$ cat src/rtl/rf_write_arbiter.sv
// rtl/rf_write_arbiter.sv - round-robin write-port arbiter and hazard scoreboard for the 8x8 register file
// Optional scoreboard enabled by defining RF_SCOREBOARD_EN.
module rf_write_arbiter (
  input  logic       clk,
  input  logic       rst,
  input  logic       req0_valid,
  input  logic [2:0] req0_addr,
  input  logic [7:0] req0_data,
  output logic       req0_ready,
  input  logic       req1_valid,
  input  logic [2:0] req1_addr,
  input  logic [7:0] req1_data,
  output logic       req1_ready,
  output logic       rf_we,
  output logic [2:0] rf_waddr,
  output logic [7:0] rf_wdata,
  input  logic       rsv_valid,
  input  logic [2:0] rsv_addr,
  input  logic [2:0] rd_addr1,
  input  logic [2:0] rd_addr2,
  output logic       hazard1,
  output logic       hazard2,
  output logic [7:0] busy_mask
);

  logic       ptr;
  logic       grant0;
  logic       grant1;
  logic       grant;
  logic [2:0] grant_addr;
  logic [7:0] grant_data;

  // ptr = 0 favours requester 0 when both are pending
  always_comb begin
    grant0     = !rst && req0_valid && (!req1_valid || !ptr);
    grant1     = !rst && req1_valid && (!req0_valid || ptr);
    grant      = grant0 || grant1;
    grant_addr = grant1 ? req1_addr : req0_addr;
    grant_data = grant1 ? req1_data : req0_data;
  end

  assign req0_ready = grant0;
  assign req1_ready = grant1;

  always_ff @(posedge clk or posedge rst) begin
    if (rst) begin
      ptr      <= 1'b0;
      rf_we    <= 1'b0;
      rf_waddr <= 3'd0;
      rf_wdata <= 8'd0;
    end else begin
      if (grant) begin
        ptr      <= grant0;
        rf_waddr <= grant_addr;
        rf_wdata <= grant_data;
      end
      // R0 writes are accepted but never strobed into the file
      rf_we <= grant && (grant_addr != 3'd0);
    end
  end

`ifdef RF_SCOREBOARD_EN
  logic [7:0] busy;
  logic [7:0] busy_next;

  // reserve is applied after the clear so it wins on a same-edge collision
  always_comb begin
    busy_next = busy;
    if (rf_we) busy_next[rf_waddr] = 1'b0;
    if (rsv_valid) busy_next[rsv_addr] = 1'b1;
    busy_next[0] = 1'b0;
  end

  always_ff @(posedge clk or posedge rst) begin
    if (rst) busy <= 8'd0;
    else     busy <= busy_next;
  end

  assign busy_mask = busy;
  assign hazard1   = busy[rd_addr1];
  assign hazard2   = busy[rd_addr2];
`else
  logic unused_sb_inputs;
  assign unused_sb_inputs = ^{rsv_valid, rsv_addr, rd_addr1, rd_addr2};
  assign busy_mask = 8'd0;
  assign hazard1   = 1'b0;
  assign hazard2   = 1'b0;
`endif

endmodule
$ cat config.mk
export PLATFORM = sky130hd
export DESIGN_NAME = rf_write_arbiter
export DESIGN_NICKNAME = d
export VERILOG_FILES = /design/src/rtl/rf_write_arbiter.sv
export SDC_FILE = /design/constraint.sdc
export NUM_CORES = 1
export LEC_CHECK = 0
export ABC_AREA = 1
export CAP_MARGIN = 20
export CORE_MARGIN = 1.5
export CORE_UTILIZATION = 33
export DETAILED_ROUTE_END_ITERATION = 7
export GPL_ROUTABILITY_DRIVEN = 0
export PLACE_DENSITY = 0.8
export SETUP_SLACK_MARGIN = 0.1
export SKIP_LAST_GASP = 1
export SYNTH_ARGS = -nofsm -noshare
export SYNTH_HDL_FRONTEND = slang
export SYNTH_SLANG_ARGS = --single-unit
$ cat constraint.sdc
create_clock -name clk -period 1.1 [get_ports clk]
set_input_delay 0.22 -clock clk [delete_from_list [all_inputs] [get_ports clk]]
set_output_delay 0.22 -clock clk [all_outputs]
set_load 0.01 [all_outputs]
==> metrics.cfg, run 1 <==
[pwr]
vdd_drop_max_mv = 0.749
p_leak_nw = 0.779
power_mw = 1.42
power_density_mw_per_mm2 = 1020

[yosys]
syn-cell-area_um2 = 801
synthCells = 110
synth_top_area_share_pct = 40.6
synth_area_per_cell_um2 = 7.28
synth_area_leader_cell = dfrtp_1
synth-seq-cells = 13
synth_area_leaders = dfrtp_1 41%, nand2_1 26%, buf_4 10%
seq_area_frac_synth_pct = 40.6
yosys_warnings = 0
yosys.cell_types.count = 17

[status]
run_status = finished with violations
violations = negative setup slack

[sta]
hold_ws_ns = 0.157
rsz0062_at_grt = yes
setup_viol = 14
hold_viol = 0
skew_ns = 0.00357
fin_crit_ns = 1.24
fin_crit_sh_pct = 113
slew_viol_final = 0
fmax_mhz = 803
worst_slack_ns = -0.145

[route]
met2_length_mm = 1.30
ant_nets = 0
num_vias = 865
drcViolationCount = 0
wire_per_inst_um = 11.2
firstDrtPassIters = 2
wirelength_mm = 2.23
wl_met3_um = 106
drt-met1-wl_um = 787
first_iter_violations = 1
routed.top_layer = met4
via_per_inst = 4.33

[place]
dpl-instance-area_mm2 = 0.00125
port-buffer-count = 39
dp.cells = 183
hpwl_mm = 1.63

[clocking]
worstSkewPairLatency_ns = 0.27
clk_pin_slew_ns = 0.08
cts-htree-levels = 1
cts_made_buffers = 3
clock_path_buffers = 2
cts_root_buf = clkbuf_4
cts_tree = built
cts_sinks = 13
hold_buffers = 0

[worst_setup_path]
cp-start-kind = flop
arrival_ns = 1.02
required_ns = 0.88
path_class = reg -> out
path_max_fanout = 3
cp-end-kind = output port
critPathSlowestCell = dfrtp_1
max_stage_delay_ns = 0.37
crit_chain = inv_2 -> nand2_2 -> nand2_4 -> inv_4 -> buf_6

[floorplanning]
die_w_um = 52.3
start_util_pct = 35.5
die-area_mm2 = 0.00273
num_io_pins = 60
die_h_um = 52.3
core_mm2 = 0.00225
placementRows = 17

[flow_run]
cap_violations = 0

[global_route]
overflow = 0
grt_pass1_vias = 814
grt_pass1_wl_mm = 3.31
grt_max_degree = 13
antenna_found_initial = 0
grt_usage_pct = 16.8

[cells_and_area]
fill_cells = 210
instances_no_fill = 200
antenna_cells = 0
area_delta_synth_final_pct = 73.9
layout-drive-gt1-share_pct = 36.6
fin_nets = 209
final_cell_area_mm2 = 0.00139

[hold_path]
worst_hold_path_type = in -> async

[area by class of cell]
| cell class | instances | area [um2] | area share, % |
|---|---|---|---|
| sequential | 13 | 325 | 23.4 |
| multi-input combinational | 81 | 419 | 30.1 |
| inverter | 12 | 47.5 | 3.41 |
| clock buffer | 4 | 26.3 | 1.89 |
| timing repair buffer | 62 | 539 | 38.7 |
| tap | 28 | 35.0 | 2.52 |
[through the flow]
step	TNS (ns)	utilization (%)	setup slack (ns)
finish	-0.560	61.8	-0.145
global route	-1.30	61.8	-0.184
CTS	-0.825	58.5	-0.126
detailed placement	-6.96	55.5	-0.700
global placement	-6.36	55.5	-0.631
floorplan	0	-	0.105
[registers in the layout, indices dropped and copies added, names as in the netlist]
register	flops
rf_waddr	3
ptr	1
rf_wdata	8
rf_we	1
[report_power, final]
part / internal, mW / switching, mW
sequential: 0.543 / 0.0309
combinational: 0.297 / 0.260
clock: 0.140 / 0.146
total: 0.980 / 0.437
[kinds of logic (layout without fill, tap and decap cells)]
family                 count (synthesis)  after routing  share of synthesized area [%]
DFF                                   13             13                           40.6
AOI/OAI and AO/OA                      3              3                           2.34
and+or+nand+nor                       68             68                           38.6
other                                  1             10                          0.468
buffers and inverters                 25             78                           18.0
[worst max-delay path, delay by kind of cell, from the launching register on]
family	cells	cell delay [ns]
flip-flops	1	0.37
buffers and inverters	3	0.23
AND/OR/NAND/NOR	2	0.15
[per-layer routing]
layer / GRT usage, % / vias up
li1: - / 431
met1: 16.3 / 403
met2: 33.5 / 27
met3: 4.57 / 4
met4: 5.13 / 0
met5: 0 / -
[cell usage after synthesis (all sizes together)]
cell type and number:
a21oi 1, buf 13, conb 1, dfrtp 13
inv 12, nand2 59, nand3 6, nand3b 1
nor2 2, o21ai 2
[layout by cell type, fill, tap and decap left out, drive strengths merged]
cell and instances:
dfrtp 13, o21ai 2, inv 12, a21oi 1, conb 10, nand2 59
nand3b 1, clkdlybuf4s50 22, buf 37, nor2 2, nand3 6, clkbuf 4
dlygate4sd2 3
[what timing repair did]
item                       4_1_cts  5_1_grt
resized for setup               67       14
setup endpoints to repair       26       26
cloned                           1        0
setup buffers                    8        4
pin swaps                        3        7
[final timing paths]
check | to | start | slack, ns | cells past startpoint
max | req1_ready | ptr | -0.14 | 5
min | ptr | rst | 0.16 | 3
max reg2reg | rf_we | ptr | -0.07 | 8
min reg2reg | rf_wdata[0] | rf_wdata[0] | 0.49 | 2
max in group asynchronous | rf_we | rst | 0.66 | 4
min in group clk | rf_wdata[0] | rf_wdata[0] | 0.49 | 2
Note: power is estimated with default switching activity, not from simulation.
==> inputs of run 2 (changes only) <==
Settings changed: CTS_CLUSTER_DIAMETER set to 80, SLEW_MARGIN set to 20.
==> results of run 2 <==
Final layout, timing and power as in run 1 (identical DEF).
